### config.mk
export PLATFORM = sky130hd
export DESIGN_NAME = dm_port_arbiter
export DESIGN_NICKNAME = d
export VERILOG_FILES = /design/src/rtl/dm_port_arbiter_pkg.sv /design/src/rtl/dm_port_arbiter_rr_burst_arbiter.sv /design/src/rtl/dm_port_arbiter.sv
export SDC_FILE = /design/constraint.sdc
export NUM_CORES = 1
export LEC_CHECK = 0
export ABC_AREA = 1
export CAP_MARGIN = 20
export CORE_AREA = 2 2 108 110
export DETAILED_ROUTE_END_ITERATION = 10
export DIE_AREA = 0 0 110 112
export PLACE_DENSITY_LB_ADDON = 0.3
export SETUP_SLACK_MARGIN = 0.02
export SYNTH_ARGS = -nofsm -noshare
export SYNTH_HDL_FRONTEND = slang
export SYNTH_SLANG_ARGS = --single-unit
### constraint.sdc
create_clock -name clk -period 6.6 [get_ports clk]
set_input_delay 1.32 -clock clk [delete_from_list [all_inputs] [get_ports clk]]
set_output_delay 1.32 -clock clk [all_outputs]
set_load 0.1 [all_outputs]
### src/rtl/dm_port_arbiter_pkg.sv
// -----------------------------------------------------------------------------
// dm_port_arbiter_pkg
//   Shared definitions for the data-memory port arbiter:
//     owner_t       - which master owns a beat (CPU = 0, DMA = 1)
//     ret_t         - registered record of the beat whose response returns
//                     on the next cycle (read flag, range error, owner)
//     *_DEF         - default sizes used by the top-level parameters
//     BYTEEN_W      - byte-enable width of a 32-bit memory word
//     other_owner() - the master that is not the given one
// -----------------------------------------------------------------------------
package dm_port_arbiter_pkg;

    typedef enum logic {
        OWN_CPU = 1'b0,
        OWN_DMA = 1'b1
    } owner_t;

    localparam int ADDR_W_DEF      = 32;
    localparam int DATA_W          = 32;
    localparam int BYTEEN_W        = DATA_W / 8;
    localparam int DEPTH_WORDS_DEF = 4096;
    localparam int MAX_BURST_DEF   = 4;

    // Response-side record of the previous cycle's beat.
    typedef struct packed {
        logic   rd;     // beat was a read (byteen == 0)
        logic   oor;    // beat address was out of range
        owner_t owner;  // master that owned the beat
    } ret_t;

    function automatic owner_t other_owner(input owner_t o);
        return (o == OWN_CPU) ? OWN_DMA : OWN_CPU;
    endfunction

endpackage

### src/rtl/dm_port_arbiter_rr_burst_arbiter.sv
// -----------------------------------------------------------------------------
// rr_burst_arbiter
//   Two-way round-robin arbiter with a burst limit. A master that owned the
//   previous cycle's beat may keep the grant while its run of consecutive
//   beats is below MAX_BURST; otherwise a tie goes to the master that did not
//   own the most recent beat. A lone requester is always granted.
//
//   Ports:
//     clk            clock
//     reset          synchronous, active-low reset
//     req[1:0]       request per master (bit 0 = CPU, bit 1 = DMA)
//     gnt[1:0]       one-hot grant, combinational from req and state;
//                    forced to 0 while reset is asserted
//     last_owner     owner of the most recent beat (OWN_DMA after reset so the
//                    CPU wins the first tie)
//     burst_cnt      length of the current run of beats; 0 after a cycle
//                    with no beat
//
//   Handshake: a beat happens on a cycle where req[i] & gnt[i]; the requester
//   holds req until it sees gnt, and gnt is never raised without req.
// -----------------------------------------------------------------------------
module rr_burst_arbiter
    import dm_port_arbiter_pkg::*;
#(
    parameter int MAX_BURST = MAX_BURST_DEF,
    parameter int CNT_W     = $clog2(MAX_BURST + 1)
) (
    input  logic             clk,
    input  logic             reset,
    input  logic [1:0]       req,
    output logic [1:0]       gnt,
    output owner_t           last_owner,
    output logic [CNT_W-1:0] burst_cnt
);

    localparam logic [CNT_W-1:0] MAX_CNT = CNT_W'(MAX_BURST);
    localparam logic [CNT_W-1:0] ONE_CNT = CNT_W'(1);

    owner_t           last_owner_q;
    logic [CNT_W-1:0] burst_cnt_q;
    owner_t           win;
    logic             any_req;
    logic             keep_ok;
    logic             beat;

    always_comb begin
        win     = last_owner_q;
        any_req = 1'b0;
        // A non-zero count means last_owner_q owned last cycle's beat.
        keep_ok = (burst_cnt_q != '0) && (burst_cnt_q < MAX_CNT);
        case (req)
            2'b01: begin
                win     = OWN_CPU;
                any_req = 1'b1;
            end
            2'b10: begin
                win     = OWN_DMA;
                any_req = 1'b1;
            end
            2'b11: begin
                win     = keep_ok ? last_owner_q : other_owner(last_owner_q);
                any_req = 1'b1;
            end
            default: begin
                win     = last_owner_q;
                any_req = 1'b0;
            end
        endcase
        // No beat may be accepted in a reset cycle.
        beat = any_req && reset;
        gnt  = 2'b00;
        if (beat) begin
            gnt = (win == OWN_DMA) ? 2'b10 : 2'b01;
        end
    end

    always_ff @(posedge clk) begin
        if (!reset) begin
            last_owner_q <= OWN_DMA;
            burst_cnt_q  <= '0;
        end else if (beat) begin
            if ((burst_cnt_q != '0) && (win == last_owner_q)) begin
                // Saturate: a lone requester can run past MAX_BURST, and the
                // count only has to show "limit reached" once a rival appears.
                if (burst_cnt_q != MAX_CNT) begin
                    burst_cnt_q <= burst_cnt_q + ONE_CNT;
                end
            end else begin
                burst_cnt_q <= ONE_CNT;
            end
            last_owner_q <= win;
        end else begin
            burst_cnt_q <= '0;
        end
    end

    assign last_owner = last_owner_q;
    assign burst_cnt  = burst_cnt_q;

endmodule

### src/rtl/dm_port_arbiter.sv
// -----------------------------------------------------------------------------
// dm_port_arbiter
//   Shares a single-port, word-addressed data memory (byte-enabled writes,
//   1-cycle read latency) between the CPU M-stage data port (master 0) and a
//   DMA/peripheral engine (master 1). Round-robin arbitration with a burst
//   limit is done in rr_burst_arbiter; this level muxes the granted master
//   onto the memory port, range-checks the address and returns read data.
//
//   Ports:
//     clk, reset                    clock, synchronous active-low reset
//     mN_req/addr/wdata/byteen      request from master N (byteen 0 = read)
//     mN_gnt                        beat accepted this cycle (combinational)
//     mN_rvalid                     read data for master N valid this cycle
//     mN_err                        previous beat of master N was out of range
//     rdata                         shared read data, qualified by mN_rvalid
//     mem_addr/mem_wdata/mem_byteen memory request (byteen 0 = no write)
//     mem_rdata                     memory read data, 1 cycle after mem_addr
//
//   Handshake: master N holds mN_req with stable addr/wdata/byteen until it
//   sees mN_gnt; the cycle with mN_req & mN_gnt is the beat. Each beat is
//   answered exactly one cycle later: mN_rvalid for reads, mN_err for any
//   out-of-range beat. There is no back-pressure on the response side.
// -----------------------------------------------------------------------------
module dm_port_arbiter
    import dm_port_arbiter_pkg::*;
#(
    parameter int ADDR_W      = ADDR_W_DEF,
    parameter int DEPTH_WORDS = DEPTH_WORDS_DEF,
    parameter int MAX_BURST   = MAX_BURST_DEF
) (
    input  logic                clk,
    input  logic                reset,

    input  logic                m0_req,
    input  logic [ADDR_W-1:0]   m0_addr,
    input  logic [DATA_W-1:0]   m0_wdata,
    input  logic [BYTEEN_W-1:0] m0_byteen,
    output logic                m0_gnt,
    output logic                m0_rvalid,
    output logic                m0_err,

    input  logic                m1_req,
    input  logic [ADDR_W-1:0]   m1_addr,
    input  logic [DATA_W-1:0]   m1_wdata,
    input  logic [BYTEEN_W-1:0] m1_byteen,
    output logic                m1_gnt,
    output logic                m1_rvalid,
    output logic                m1_err,

    output logic [DATA_W-1:0]   rdata,

    output logic [ADDR_W-1:0]   mem_addr,
    output logic [DATA_W-1:0]   mem_wdata,
    output logic [BYTEEN_W-1:0] mem_byteen,
    input  logic [DATA_W-1:0]   mem_rdata
);

    // First illegal byte address, one bit wider so DEPTH_WORDS*4 == 2**ADDR_W
    // still fits.
    localparam logic [ADDR_W:0]   ADDR_LIMIT = (ADDR_W + 1)'(DEPTH_WORDS) << 2;
    localparam logic [ADDR_W-1:0] WORD_MASK  = ~(ADDR_W'(3));

    logic [1:0]          gnt;
    logic                beat;
    logic                sel_dma;
    logic [ADDR_W-1:0]   sel_addr;
    logic [DATA_W-1:0]   sel_wdata;
    logic [BYTEEN_W-1:0] sel_byteen;
    logic                in_range;
    owner_t              arb_last_owner;
    logic [$clog2(MAX_BURST + 1)-1:0] arb_burst_cnt;
    ret_t                ret_q;

    rr_burst_arbiter #(
        .MAX_BURST (MAX_BURST)
    ) u_arb (
        .clk        (clk),
        .reset      (reset),
        .req        ({m1_req, m0_req}),
        .gnt        (gnt),
        .last_owner (arb_last_owner),
        .burst_cnt  (arb_burst_cnt)
    );

    assign m0_gnt = gnt[0];
    assign m1_gnt = gnt[1];

    // Request mux and range check for the granted master.
    always_comb begin
        beat       = |gnt;
        sel_dma    = gnt[1];
        sel_addr   = sel_dma ? m1_addr   : m0_addr;
        sel_wdata  = sel_dma ? m1_wdata  : m0_wdata;
        sel_byteen = sel_dma ? m1_byteen : m0_byteen;
        in_range   = {1'b0, sel_addr} < ADDR_LIMIT;

        mem_addr   = '0;
        mem_wdata  = '0;
        mem_byteen = '0;
        if (beat) begin
            mem_addr  = sel_addr & WORD_MASK;
            mem_wdata = sel_wdata;
            // An out-of-range beat is still accepted but must not write.
            if (in_range) begin
                mem_byteen = sel_byteen;
            end
        end
    end

    // One-cycle response pipeline, aligned with the memory's read latency.
    always_ff @(posedge clk) begin
        if (!reset) begin
            ret_q.rd    <= 1'b0;
            ret_q.oor   <= 1'b0;
            ret_q.owner <= OWN_CPU;
        end else begin
            ret_q.rd    <= beat && (sel_byteen == '0);
            ret_q.oor   <= beat && !in_range;
            ret_q.owner <= sel_dma ? OWN_DMA : OWN_CPU;
        end
    end

    // Responses are qualified by reset so that a beat accepted just before a
    // reset cycle never returns during that reset cycle.
    always_comb begin
        m0_rvalid = reset && ret_q.rd  && (ret_q.owner == OWN_CPU);
        m1_rvalid = reset && ret_q.rd  && (ret_q.owner == OWN_DMA);
        m0_err    = reset && ret_q.oor && (ret_q.owner == OWN_CPU);
        m1_err    = reset && ret_q.oor && (ret_q.owner == OWN_DMA);
        rdata     = '0;
        if (reset && ret_q.rd && !ret_q.oor) begin
            rdata = mem_rdata;
        end
    end

endmodule

## Yosys cells after proc, flatten, opt, wreduce, memory -nomap -nowiden

Index checks and enable logic that the tools add are counted.

| storage, ports and cells | value |
|---|---|
| register bits after elaboration | 7 |
| input bits | 172 |
| output and inout bits | 106 |
| word-level logic and storage cells | 53 |

| cells by class | value |
|---|---|
| add/subtract/negate cells | 1 |
| magnitude comparators | 2 |
| eq/ne operators | 6 |
| multiplexer cells | 17 |
| bitwise logic cells | 1 |
| reductions and logical operators | 20 |

Operators by type and width:

| operator | number |
|---|---|
| $mux W32 | 5 |
| $lt A32 B15 Y1 const B | 1 |
| $logic_and A1 B1 Y1 | 12 |
| $mux W4 | 3 |
| $mux W1 | 6 |
| $eq A2 B2 Y1 const B | 2 |
| $logic_not A4 Y1 | 1 |
| $mux W2 | 2 |
| $add A3 B1 Y3 const B | 1 |
| $lt A3 B3 Y1 const B | 1 |
| $ne A3 B3 Y1 const B | 1 |
| $pmux W1 S3 | 1 |
| $reduce_and A3 Y1 | 1 |
| $reduce_bool A3 Y1 | 1 |
| $reduce_or A3 Y1 | 1 |
| $eq A2 B1 Y1 const B | 1 |
| $logic_not A1 Y1 | 2 |
| $ne A2 B2 Y1 const B | 1 |
| $reduce_and A2 Y1 | 1 |
| $reduce_or A2 Y1 | 1 |
| $eq A1 B1 Y1 | 1 |
| $not A1 Y1 | 1 |

## Logic depth before layout (Yosys ltp)

Gate-level depths: netlist (run 1).

| depth | value |
|---|---|
| word-level depth | 10 |
| depth in mapped cells | 16 |
| depth with buffers taken out | 15 |

## Hierarchy

Synthesis (run 1) repeated with hierarchy kept, for this count alone.

| second synthesis, totals | value |
|---|---|
| cell total of the unflattened synthesis | 392 |
| area, all modules | 1,780.5 sq um |

By module, submodules not included:

| module | times used | cells each | area an instance (sq um) | seq. area each (sq um) |
|---|---|---|---|---|
| dm_port_arbiter | 1 | 352 | 1,501.4 | 60.1 |
| rr_burst_arbiter | 1 | 40 | 279.0 | 80.1 |

## Worst setup path after synthesis (run 1)

Ideal clock, no wire load.

| timing path | value |
|---|---|
| path kind | input port to output port |
| start point | input port reset |
| end point | output port mem_wdata[22] |
| data arrival time | 3.894 ns |
| required time | 5.280 ns |
| path slack | 1.386 ns |
| cell stages on the path | 7 |
| path buffers | 2 |
| path through | inv_1 -> nor2_4 -> nand3_2 -> inv_1 -> buf_2 -> buf_1 -> a22o_1 |

| on the way | value |
|---|---|
| cells in the longest elaborated chain, start to end | 4 |
| elaborated cells between the ends (all ways) | 5 |
| those cells by class | 3 x mux; 2 x reduce/logical |

Ends and longest elaborated chain:

| element | line | text |
|---|---|---|
| start, declared | dm_port_arbiter.sv:32 | `input logic reset,` |
| $logic_and A1 B1 Y1 (*) | dm_port_arbiter_rr_burst_arbiter.sv:70 | `beat = any_req && reset;` |
| $mux W2 (*) | dm_port_arbiter_rr_burst_arbiter.sv:72 | `if (beat) begin` |
| named net m1_gnt | dm_port_arbiter.sv:46 | `output logic m1_gnt,` |
| $mux W32 / $reduce_or A2 Y1 (equally long branches) | dm_port_arbiter.sv:93, dm_port_arbiter.sv:90 |  |
| $mux W32 (*) | dm_port_arbiter.sv:100 | `if (beat) begin` |
| end, declared | dm_port_arbiter.sv:53 | `output logic [DATA_W-1:0] mem_wdata,` |

The timed path passes the listed nets; every way through them passes the cells marked *.

## Final worst setup path (run 1)

| timing path | value |
|---|---|
| start point | input port m0_req |
| end point | output port mem_byteen[1] |

| on the way | value |
|---|---|
| cells in the longest elaborated chain, start to end | 9 |
| elaborated cells between the ends (all ways) | 15 |
| those cells by class | 1 x order compare; 3 x eq/ne; 8 x mux; 3 x reduce/logical |

Ends and longest elaborated chain:

| element | line | text |
|---|---|---|
| start, declared | dm_port_arbiter.sv:34 | `input logic m0_req,` |
| $eq A2 B1 Y1 / $eq A2 B2 Y1 (equally long branches) | dm_port_arbiter_rr_burst_arbiter.sv:51 | `case (req)` |
| $reduce_or A3 Y1 (no source line) | -- |  |
| $mux W1 | dm_port_arbiter_rr_burst_arbiter.sv:51 |  |
| $logic_and A1 B1 Y1 | dm_port_arbiter_rr_burst_arbiter.sv:70 |  |
| $mux W2 (*) | dm_port_arbiter_rr_burst_arbiter.sv:72 |  |
| $mux W32 | dm_port_arbiter.sv:92 | `sel_addr = sel_dma ? m1_addr : m0_addr;` |
| $lt A32 B15 Y1 | dm_port_arbiter.sv:95 | `in_range = {1'b0, sel_addr} < ADDR_LIMIT;` |
| $mux W4 | dm_port_arbiter.sv:104 | `if (in_range) begin` |
| $mux W4 (*) | dm_port_arbiter.sv:100 |  |
| end, declared | dm_port_arbiter.sv:54 | `output logic [BYTEEN_W-1:0] mem_byteen,` |

Mark *: on every way between the ends. The rest lies on a longest branch, timed or not.

==> results of run 1 <==
-- sequential cells by signal (all words and copies together), names as in the netlist --
register and cells:
ret_q 3, u_arb.burst_cnt 3, u_arb.last_owner 1
-- routing by layer --
layer	up-vias	wire, um
met1	1296	3754
met2	134	5579
met4	0	129
li1	1437	-
met5	-	0
met3	10	953
-- tightest hold or removal path: cells and delay by family (launching register included) --
family             cells  cell delay (ps)
and+or+nand+nor        1               70
AOI/OAI and AO/OA      1               60
DFF                    1              320
-- power by group through the flow --
stage | clock network (mW) | registers [mW] | logic, mW
floorplan | 0 | 0.0469 | 0.356
global placement | 0 | 0.0471 | 0.610
detailed placement | 0 | 0.0472 | 0.615
CTS | 0.103 | 0.0466 | 0.616
global route | 0.107 | 0.0468 | 0.636
finish | 0.101 | 0.0466 | 0.611
-- through the flow --
step	power (mW)	hold slack, ps	area (sq um)
2_1_floorplan	0.4028	457.2	1582
3_3_place_gp	0.6570	467.8	4901
3_5_place_dp	0.6619	501.7	4901
4_1_cts	0.7654	505.7	4980
5_1_grt	0.7907	521.4	4980
6_report	0.7590	496.2	4980
-- worst max path at each step --
stage                      start       endpoint  slack [ps]  depth (start not counted)
after floorplan            reset  mem_wdata[22]        1390                          7
after global placement    m0_req  mem_byteen[3]        1270                         14
after detailed placement  m0_req  mem_byteen[0]        1230                         14
after CTS                 m0_req  mem_byteen[0]        1220                         14
after global routing      m0_req  mem_byteen[1]         950                         14
final                     m0_req  mem_byteen[1]        1320                         14
-- kinds of logic (layout without fill, tap and decap cells) --
family | after synthesis | in the layout | synth area share
other cells | 1 | 2 | 0.002377
xor+xnor | 1 | 1 | 0.005552
buf+inv | 70 | 328 | 0.1919
simple gates | 127 | 127 | 0.3442
compound gates | 68 | 68 | 0.3259
flops | 7 | 7 | 0.08882
fa+ha+maj | 2 | 2 | 0.01586
mux | 4 | 4 | 0.02538
-- layout make-up --
class                      count  area [sq um]
clock buffer                   4         78.83
fill                        1093          6195
inverter                      48         180.2
multi-input combinational    204          1146
sequential                     7         140.1
tap                          143         178.9
timing repair buffer         276          3256
-- cells in the mapped netlist (3+ instances only) --
cell type | instances | share of area
sky130_fd_sc_hd__a22o_1 | 44 | 0.24
sky130_fd_sc_hd__nand2_1 | 50 | 0.12
sky130_fd_sc_hd__buf_2 | 8 | 0.025
sky130_fd_sc_hd__buf_6 | 3 | 0.021
sky130_fd_sc_hd__nand4_1 | 10 | 0.040
sky130_fd_sc_hd__clkbuf_1 | 5 | 0.012
sky130_fd_sc_hd__inv_1 | 48 | 0.11
sky130_fd_sc_hd__nor2_1 | 52 | 0.12
sky130_fd_sc_hd__mux2i_1 | 4 | 0.025
sky130_fd_sc_hd__nand3_1 | 5 | 0.016
sky130_fd_sc_hd__a21oi_1 | 17 | 0.054
sky130_fd_sc_hd__nor2_2 | 3 | 0.012
sky130_fd_sc_hd__dfxtp_1 | 7 | 0.089
sky130_fd_sc_hd__buf_1 | 4 | 0.0095
sky130_fd_sc_hd__o21ai_1 | 4 | 0.013
==> implementation parameters, run 1 <==
Parameter                              Value

Setup path
  Stage delay of the slowest cell on the critical path    500 ps
  Critical path fanouts, max    17
  Startpoint Class    primary input
  Critical path buffers and inverters    4
  Data required, critical path    5280 ps
  Worst path slowest cell    sky130_fd_sc_hd__clkdlybuf4s50_1
  CP most frequent cell    sky130_fd_sc_hd__nand2_1
  Setup crit end kind    output port
  Setup slack of the worst register-to-register path    4000 ps
  Data arrival time at the worst-slack endpoint    3960 ps
  Crit Reg-Reg Startpoint    u_arb.burst_cnt[0]
  Kind of critical path    in -> out
  Critical path, cell by cell    clkdlybuf4s50_1 -> nand2_1 -> inv_1 -> nand2_1 -> nand3_2 -> inv_1 -> nand2_1 -> nand2_1 -> nor2_1 -> nand3_1 -> nor2_2 -> nand3_2 -> nor2_1 -> buf_12
  Critical register-to-register path endpoint    ret_q[1]
  Count of cells along the worst register-to-register path    13
  CP delay by family, top    simple AND/OR/NAND/NOR gates

GRT
  Antenna violations before repair    0
  Peak-usage layer in the global routing report    met2
  Met1 track demand over resource in global routing    0.1666
  Met2 capacity usage during global routing    0.3092
  Maximum number of pins on one net before global-route repair    46
  Vias in the first global route    2905
  Leftover overflow at the end of global routing    0
  Wire length of the first global-routing pass    15.13 mm
  Total global-route track usage    0.1563
  GRT met3 Usage    0.03571

Synthesis
  Number of warnings issued by yosys    0
  Avg Cell Area, Syn    5.635 sq um
  Top flip-flop cell by instance count after synthesis    sky130_fd_sc_hd__dfxtp_1
  Number of register bits inferred by synthesis    7
  Post-synth EDFFs    0
  Post-Syn Area    1578 sq um
  Asr flop ratio synth    0
  Post-synthesis cell type count    26
  Sequential cell area fraction in the yosys report    0.08882
  Gate Count Post-Synth    280

Die
  DIE HEIGHT    112 um
  Initial standard-cell utilization of the core    0.1412
  Die X-Extent    110 um
  Floorplan die area    12320 sq um
  Standard-cell rows    39
  IO Pins    278
  Core ar.    11170 sq um

Timing
  Total count of hold-check failures in the final report    0
  Period utilisation layout    0.7997
  Max-slew violation total from the final report    0
  Slew headroom    0.3352
  Post-layout min period    5278 ps
  Final setup violating endpoints    0
  Final Worst Setup Slack    1322 ps
  Layout Skew    1.608 ps
  Slew at the pin closest to its max-slew limit    994.1 ps
  Setup repair after global routing missed its margin    no
  Maximum clock rate    0.1895 GHz
  Summed negative setup slack over all endpoints    0 ps

Routing
  Vias after detailed routing    2877
  Routed wire per std cell    15.27 um
  DRC    0
  Number of optimization iterations in the first detailed-route pass    4
  Number of DRC violations after detailed-routing iteration 0    130
  Ratio of routed vias to standard cells    4.218
  Final WL    10.42 mm
  Final ANT Viol Nets    0

Min path
  Min-delay worst type    reg -> reg
  Cell depth of the worst min-delay path    2
  End of the worst hold path    u_arb.burst_cnt[1]
  Worst Min Path Start    u_arb.burst_cnt[1]

Power
  Psw    0.3969 mW
  Logic pwr share    0.805
  Proportion of total power due to net switching    0.5228
  Sequential power share    0.061
  Maximum vdd ir drop    0.2592 mV
  Power density over the cells    152.4 nW/um^2
  Leakage component of the power    2.228 nW
  Internal Dissipation    0.3622 mW
  Clock power frac    0.134

Finish
  Final core utilization    0.4456
  Final Instance Count excl. Fillers    682
  Leading cell type in the layout, fill and taps excluded    sky130_fd_sc_hd__clkdlybuf4s50_1
  Layout cell share with drive strength beyond 1    0.1577
  Most used cells in the layout excluding fill and tap cells    sky130_fd_sc_hd__clkdlybuf4s50_1 (203), sky130_fd_sc_hd__buf_12 (54), sky130_fd_sc_hd__nor2_1 (52)
  Signed area change from the synthesized netlist to the final layout    215.6%
  Antenna Cells    0
  Number of nets in the layout    714

Clock tree
  Clock network latency to the later pin of the worst-skew pair    230 ps
  TritonCTS Sinks    7
  Clock tree from TritonCTS    yes
  Number of buffers added to fix hold violations after cts    0
  Setup fix buffers added after clock tree synthesis    0
  H-tree depth reported by CTS    1
  Buffer depth of the longest clock path    2
  Library cell used as clock root buffer    sky130_fd_sc_hd__clkbuf_16
  Count of instances resized after the clock tree is built    0
  CTS Buf Count    3
  Clock-pin transition on the worst setup and hold timing paths    30 ps

Outcome
  Result of the run    complete, no violations

Placement
  Cell count after placement    678
  Half-perimeter wire length of the detailed placement result    8.898 mm
  Port Buffer Count    271
  Weighted congestion at the end of routability-driven global placement    0.8541
  Worst slack after detailed placement    1228 ps

Job
  Total of max-cap violations    0
(Power assumes the default switching activity.)
==> run 2: changes to the inputs <==
- CORE_AREA: 2 2 108 110 -> 2 2 109 111
- DIE_AREA: 0 0 110 112 -> 0 0 111 113
- clock period: 6.6 -> 4.5 ns (I/O delays scaled with it)
==> implementation parameters, run 2 (synthesis gave the netlist of run 1 again) <==
Parameter                              Value

Outcome
  Result of the run    complete, no violations

Power
  Clock power frac    0.132 (-0.002)
  Psw    0.5912 mW (+49%)
  Logic pwr share    0.809 (+0.004)
  Power density over the cells    225.2 nW/um^2 (+48%)
  Internal Dissipation    0.5589 mW (+54%)
  Leakage component of the power    2.373 nW (+6.5%)
  Maximum vdd ir drop    0.1664 mV (-36%)
  Sequential power share    0.059 (-0.002)
  Proportion of total power due to net switching    0.5141 (-0.008782)

Routing
  Routed wire per std cell    15.38 um (+0.71%)
  Final ANT Viol Nets    0 (unchanged)
  DRC    0 (unchanged)
  Vias after detailed routing    2902 (+0.87%)
  Number of DRC violations after detailed-routing iteration 0    121 (-6.9%)
  Ratio of routed vias to standard cells    4.230 (+0.28%)
  Final WL    10.55 mm (+1.3%)
  Number of optimization iterations in the first detailed-route pass    4 (unchanged)

Timing
  Final setup violating endpoints    0 (unchanged)
  Layout Skew    1.019 ps (-0.5889 ps)
  Summed negative setup slack over all endpoints    0 ps (unchanged)
  Total count of hold-check failures in the final report    0 (unchanged)
  Maximum clock rate    0.2386 GHz
  Period utilisation layout    0.9314
  Post-layout min period    4191 ps
  Slew at the pin closest to its max-slew limit    505.2 ps (-488.9 ps)
  Setup repair after global routing missed its margin    no
  Slew headroom    0.6632 (+0.3280)
  Max-slew violation total from the final report    0 (unchanged)

Clock tree
  H-tree depth reported by CTS    1 (unchanged)
  Count of instances resized after the clock tree is built    0 (unchanged)
  Setup fix buffers added after clock tree synthesis    0 (unchanged)
  TritonCTS Sinks    7 (unchanged)
  Library cell used as clock root buffer    sky130_fd_sc_hd__clkbuf_16
  Clock network latency to the later pin of the worst-skew pair    230 ps (about the same)
  Buffer depth of the longest clock path    2 (unchanged)
  CTS Buf Count    3 (unchanged)
  Clock-pin transition on the worst setup and hold timing paths    40 ps (about the same)
  Number of buffers added to fix hold violations after cts    0 (unchanged)
  Clock tree from TritonCTS    yes

GRT
  Antenna violations before repair    0 (unchanged)
  Vias in the first global route    2845 (-2.1%)
  Leftover overflow at the end of global routing    0 (unchanged)
  Total global-route track usage    0.1547 (-0.001519)
  Wire length of the first global-routing pass    15.64 mm (+3.4%)
  Maximum number of pins on one net before global-route repair    46 (unchanged)

Placement
  Instance area at placement    5029 sq um (+2.6%)
  Weighted congestion at the end of routability-driven global placement    0.8602 (+0.71%)
  Half-perimeter wire length of the detailed placement result    9.081 mm (+2.1%)
  Port Buffer Count    271 (unchanged)

Min path
  Worst Min Path Start    u_arb.burst_cnt[1]
  Min-delay worst type    reg -> reg

Finish
  Leading cell type in the layout, fill and taps excluded    sky130_fd_sc_hd__clkdlybuf4s50_1
  Most used cells in the layout excluding fill and tap cells    sky130_fd_sc_hd__clkdlybuf4s50_1 (167), sky130_fd_sc_hd__buf_12 (69), sky130_fd_sc_hd__nor2_1 (52)
  Number of nets in the layout    718 (+0.56%)
  Signed area change from the synthesized netlist to the final layout    223.7%
  Area of all placed cells without fillers    5107 sq um (+2.6%)
  Antenna Cells    0 (unchanged)
  Layout cell share with drive strength beyond 1    0.2302 (+0.07250)

Setup path
  Critical path, cell by cell    clkdlybuf4s50_1 -> inv_1 -> nor2_4 -> nand3_2 -> inv_1 -> buf_4 -> a22o_1 -> buf_12
  Kind of critical path    in -> out
  CP delay by family, top    buffers and inverters
  Critical path buffers and inverters    5 (+1)
  Critical path fanouts, max    42 (+25)
  Setup crit end kind    output port
  Data arrival time at the worst-slack endpoint    3290 ps (-670 ps)
  Stage delay of the slowest cell on the critical path    500 ps (about the same)
  Crit Reg-Reg Startpoint    u_arb.burst_cnt[0]
  Setup slack of the worst register-to-register path    2300 ps (-1700 ps)
  Data required, critical path    3600 ps (-1680 ps)
  Worst path slowest cell    sky130_fd_sc_hd__clkdlybuf4s50_1
  CP most frequent cell    sky130_fd_sc_hd__inv_1
  Source of the critical timing path    reset
  Startpoint Class    primary input

Job
  Total of max-cap violations    0 (unchanged)

Die
  Standard-cell rows    39 (unchanged)
  Floorplan die area    12540 sq um (+1.8%)
  Core ar.    11270 sq um (+0.87%)
  IO Pins    278 (unchanged)
  Die X-Extent    111 um (+0.91%)
  DIE HEIGHT    113 um (+0.89%)
  Initial standard-cell utilization of the core    0.1400 (-0.001222)
[run 2: metrics by stage]
step / utilization / hold slack, ps / instances / setup WS, ps / power (mW)
finish: 0.4531 / 510.5 / 686 / 308.9 / 1.150
global route: 0.4531 / 540.8 / 686 / 125.8 / 1.190
CTS: 0.4531 / 514.8 / 686 / 289.9 / 1.158
detailed placement: 0.4461 / 508.2 / 682 / 295.0 / 1.003
global placement: 0.4461 / 469.0 / 682 / 327.6 / 0.9958
floorplan: - / 457.2 / 281 / 125.9 / 0.5908
[run 2: worst min-delay path, delay by kind of cell (launching register included)]
family          cells  cell delay [ps]
flops               1              320
simple gates        1               80
compound gates      1               60
[run 2: path summary, 6_finish.rpt]
check,end,depth (start not counted)
setup / recovery,mem_wdata[16],8
hold / removal,u_arb.burst_cnt[1],2
setup reg to reg,ret_q[1],14
hold reg to reg,u_arb.burst_cnt[1],2
[run 2: layout make-up]
| class | count | area (sq um) |
|---|---|---|
| clock buffer | 4 | 78.83 |
| multi-input combinational | 204 | 1146 |
| inverter | 48 | 180.2 |
| fill | 1082 | 6165 |
| timing repair buffer | 280 | 3383 |
| sequential | 7 | 140.1 |
| tap | 143 | 178.9 |
[run 2: metal layers]
metal | global-route usage | routed length, um | up-vias
met2 | 0.3211 | 5886 | 133
met4 | 0.01250 | 40 | 0
met5 | 0 | 0 | -
met1 | 0.1643 | 3936 | 1322
met3 | 0.03374 | 688 | 4
li1 | - | - | 1443
[run 2: power groups by stage]
stage               combinational, mW  sequential (mW)  clock (mW)
floorplan                       0.522           0.0687           0
global placement                0.927           0.0691           0
detailed placement              0.934           0.0693           0
CTS                             0.936           0.0684       0.154
global route                    0.963           0.0687       0.158
finish                          0.930           0.0683       0.152
==> run 3: changes to the inputs <==
- ABC_AREA: 1 -> unset
- CAP_MARGIN: 20 -> 5
- SETUP_SLACK_MARGIN: 0.02 -> unset
==> implementation parameters, run 3 <==
Parameter                              Value

Synthesis
  Post-synthesis cell type count    36 (+38%)
  Number of warnings issued by yosys    0 (unchanged)
  Gate Count Post-Synth    239 (-15%)
  Share of Yosys cell area claimed by the top area cell type    0.2460 (+0.001756)
  Post-synth EDFFs    0 (unchanged)
  Asr flop ratio synth    0 (unchanged)
  Avg Cell Area, Syn    6.554 sq um (+16%)
  Cell taking the most area after synthesis    sky130_fd_sc_hd__a22o_1
  Top flip-flop cell by instance count after synthesis    sky130_fd_sc_hd__dfxtp_1
  Most used standard cells in the synthesized netlist    sky130_fd_sc_hd__a22o_1 (44), sky130_fd_sc_hd__nand2_1 (44), sky130_fd_sc_hd__and2_1 (33), sky130_fd_sc_hd__a21oi_1 (23), sky130_fd_sc_hd__buf_2 (14)
  Post-Syn Area    1567 sq um (-0.71%)
  Sequential cell area fraction in the yosys report    0.08946 (+0.0006385)
  Top post-synthesis cells by area    sky130_fd_sc_hd__a22o_1 (25%), sky130_fd_sc_hd__and2_1 (13%), sky130_fd_sc_hd__nand2_1 (11%)
  Number of register bits inferred by synthesis    7 (unchanged)

Clock tree
  Clock-pin transition on the worst setup and hold timing paths    40 ps (about the same)
  Clock tree from TritonCTS    yes
  TritonCTS Sinks    7 (unchanged)
  Count of instances resized after the clock tree is built    0 (unchanged)
  H-tree depth reported by CTS    1 (unchanged)
  Setup fix buffers added after clock tree synthesis    0 (unchanged)
  Library cell used as clock root buffer    sky130_fd_sc_hd__clkbuf_16
  Clock network latency to the later pin of the worst-skew pair    230 ps (about the same)
  CTS Buf Count    3 (unchanged)
  Buffer depth of the longest clock path    2 (unchanged)
  Number of buffers added to fix hold violations after cts    0 (unchanged)

Finish
  Most used cells in the layout excluding fill and tap cells    sky130_fd_sc_hd__clkdlybuf4s50_1 (167), sky130_fd_sc_hd__buf_12 (101), sky130_fd_sc_hd__nand2_1 (44), sky130_fd_sc_hd__a22o_1 (44), sky130_fd_sc_hd__and2_1 (33)
  Leading cell type in the layout, fill and taps excluded    sky130_fd_sc_hd__clkdlybuf4s50_1
  Layout cell share with drive strength beyond 1    0.2636 (+0.03338)
  Signed area change from the synthesized netlist to the final layout    252.0%
  Area of all sequential standard cells    140.1 sq um (unchanged)
  Final core utilization    0.4892 (+0.03607)
  Antenna Cells    0 (unchanged)
  Filler instances    1040 (-3.9%)
  Number of nets in the layout    672 (-6.4%)
  Area taken by multi-input logic gates    1318 sq um (+15%)

Timing
  Total count of hold-check failures in the final report    0 (unchanged)
  Summed negative setup slack over all endpoints    0 ps (unchanged)
  Slew at the pin closest to its max-slew limit    548.0 ps (+42.84 ps)
  Setup repair after global routing missed its margin    no
  Post-layout min period    4081 ps (-110.6 ps)
  Final setup violating endpoints    0 (unchanged)
  Period utilisation layout    0.9068 (-0.02457)
  Maximum clock rate    0.2451 GHz (+2.7%)
  Slew headroom    0.6319 (-0.03137)
  Max-slew violation total from the final report    0 (unchanged)
  Layout Skew    1.877 ps (+0.8577 ps)

Setup path
  Data required, critical path    3600 ps (about the same)
  Crit Reg-Reg Startpoint    u_arb.burst_cnt[0]
  Data arrival time at the worst-slack endpoint    3180 ps (-110 ps)
  Source of the critical timing path    m0_req
  Kind of critical path    in -> out
  Startpoint Class    primary input
  Critical path fanouts, max    26 (-38%)
  Setup crit end kind    output port

Placement
  Half-perimeter wire length of the detailed placement result    9.548 mm (+5.1%)
  Port Buffer Count    271 (unchanged)
  Weighted congestion at the end of routability-driven global placement    0.8963 (+4.2%)

Die
  Core ar.    11270 sq um (unchanged)
  Initial standard-cell utilization of the core    0.1390 (-0.0009990)
  Standard-cell rows    39 (unchanged)
  IO Pins    278 (unchanged)
  Die X-Extent    111 um (unchanged)
  Floorplan die area    12540 sq um (unchanged)
  DIE HEIGHT    113 um (unchanged)

Routing
  Final WL    10.71 mm (+1.5%)
  Vias after detailed routing    2856 (-1.6%)
  Number of DRC violations after detailed-routing iteration 0    92 (-24%)
  DRC    0 (unchanged)
  Ratio of routed vias to standard cells    4.463 (+5.5%)
  Routed wire per std cell    16.73 um (+8.8%)
  Number of optimization iterations in the first detailed-route pass    4 (unchanged)
  Final ANT Viol Nets    0 (unchanged)

Min path
  Min-delay worst type    reg -> reg
  Worst Min Path Start    u_arb.burst_cnt[1]

GRT
  Vias in the first global route    2842 (-0.11%)
  Total global-route track usage    0.1577 (+0.002931)
  GRT met3 Usage    0.04660 (+0.01285)
  Antenna violations before repair    0 (unchanged)
  Met2 capacity usage during global routing    0.3072 (-0.01391)
  Peak-usage layer in the global routing report    met2
  Maximum number of pins on one net before global-route repair    46 (unchanged)
  Wire length of the first global-routing pass    15.78 mm (+0.88%)
  Met1 track demand over resource in global routing    0.1695 (+0.005190)
  Leftover overflow at the end of global routing    0 (unchanged)

Outcome
  Result of the run    complete, no violations

Power
  Leakage component of the power    2.177 nW (-8.3%)
  Maximum vdd ir drop    0.1006 mV (-40%)
  Power density over the cells    186.0 nW/um^2 (-17%)
  Total Power Consumption    1.026 mW (-11%)

Job
  Total of max-cap violations    0 (unchanged)
## run 3: cell types whose count changed after synthesis, moves of 4 or more
| cell | before | now |
|---|---|---|
| sky130_fd_sc_hd__a21oi_1 | 17 | 23 |
| sky130_fd_sc_hd__and2_1 | 0 | 33 |
| sky130_fd_sc_hd__buf_1 | 4 | 0 |
| sky130_fd_sc_hd__buf_2 | 8 | 14 |
| sky130_fd_sc_hd__inv_1 | 48 | 7 |
| sky130_fd_sc_hd__nand2_1 | 50 | 44 |
| sky130_fd_sc_hd__nand4_1 | 10 | 4 |
| sky130_fd_sc_hd__nor2_1 | 52 | 7 |
| sky130_fd_sc_hd__nor4_1 | 0 | 6 |
| sky130_fd_sc_hd__o211ai_1 | 1 | 5 |
| sky130_fd_sc_hd__o21ai_1 | 4 | 0 |
| sky130_fd_sc_hd__or4_1 | 0 | 4 |
## run 3: final timing paths
kind,cells after the start,end,slack [ps]
setup / recovery,7,mem_byteen[1],420
hold / removal,2,u_arb.burst_cnt[1],510
setup reg to reg,8,ret_q[1],2360
hold reg to reg,2,u_arb.burst_cnt[1],510
## run 3: cell families (layout without fill, tap and decap cells)
group / Yosys count / after routing / synth area share
buffers and inverters: 33 / 290 / 0.1006
multiplexers: 1 / 1 / 0.006390
other: 1 / 2 / 0.002394
AO/OA/AOI/OAI: 79 / 79 / 0.3762
adder cells (fa/ha/maj): 2 / 2 / 0.01597
flip-flops: 7 / 7 / 0.08945
AND/OR/NAND/NOR: 114 / 114 / 0.3978
XOR/XNOR: 2 / 2 / 0.01118
## run 3: layout make-up
| class | count | share of cell area |
|---|---|---|
| Inverter | 8 | 0.005446 |
| Sequential cell | 7 | 0.02541 |
| Tap cell | 143 | 0.03245 |
| Clock buffer | 4 | 0.01430 |
| Multi-Input combinational cell | 200 | 0.2389 |
| Timing Repair Buffer | 278 | 0.6835 |
## run 3: power by group
part / switching, mW / internal, mW
logic: 0.469 / 0.336
registers: 0.00365 / 0.0655
clock network: 0.0334 / 0.118
total: 0.506 / 0.519
## run 3: per-stage QoR
step	hold WS [ps]	instance area, sq um	worst slack [ps]	instances
after global placement	486.7	5435	449.3	636
after floorplan	471.1	1604	182.9	240
after global routing	557.4	5514	255.2	640
final	507.5	5514	419.5	640
after CTS	510.6	5514	384.3	640
after detailed placement	507.7	5435	416.4	636
## run 3: worst max-delay path, stage by stage
cell and delay [ps]:
sky130_fd_sc_hd__clkdlybuf4s50_1 640, sky130_fd_sc_hd__or4b_4 520, sky130_fd_sc_hd__nand4_4 110, sky130_fd_sc_hd__buf_4 290
sky130_fd_sc_hd__mux2i_1 380, sky130_fd_sc_hd__a21oi_1 140, sky130_fd_sc_hd__buf_12 190
## run 3: per-layer routing
metal / wire length (um) / part of all wire
met1: 3859 / 0.36
met2: 5655 / 0.53
met3: 1042 / 0.097
met4: 150 / 0.014
met5: 0 / 0
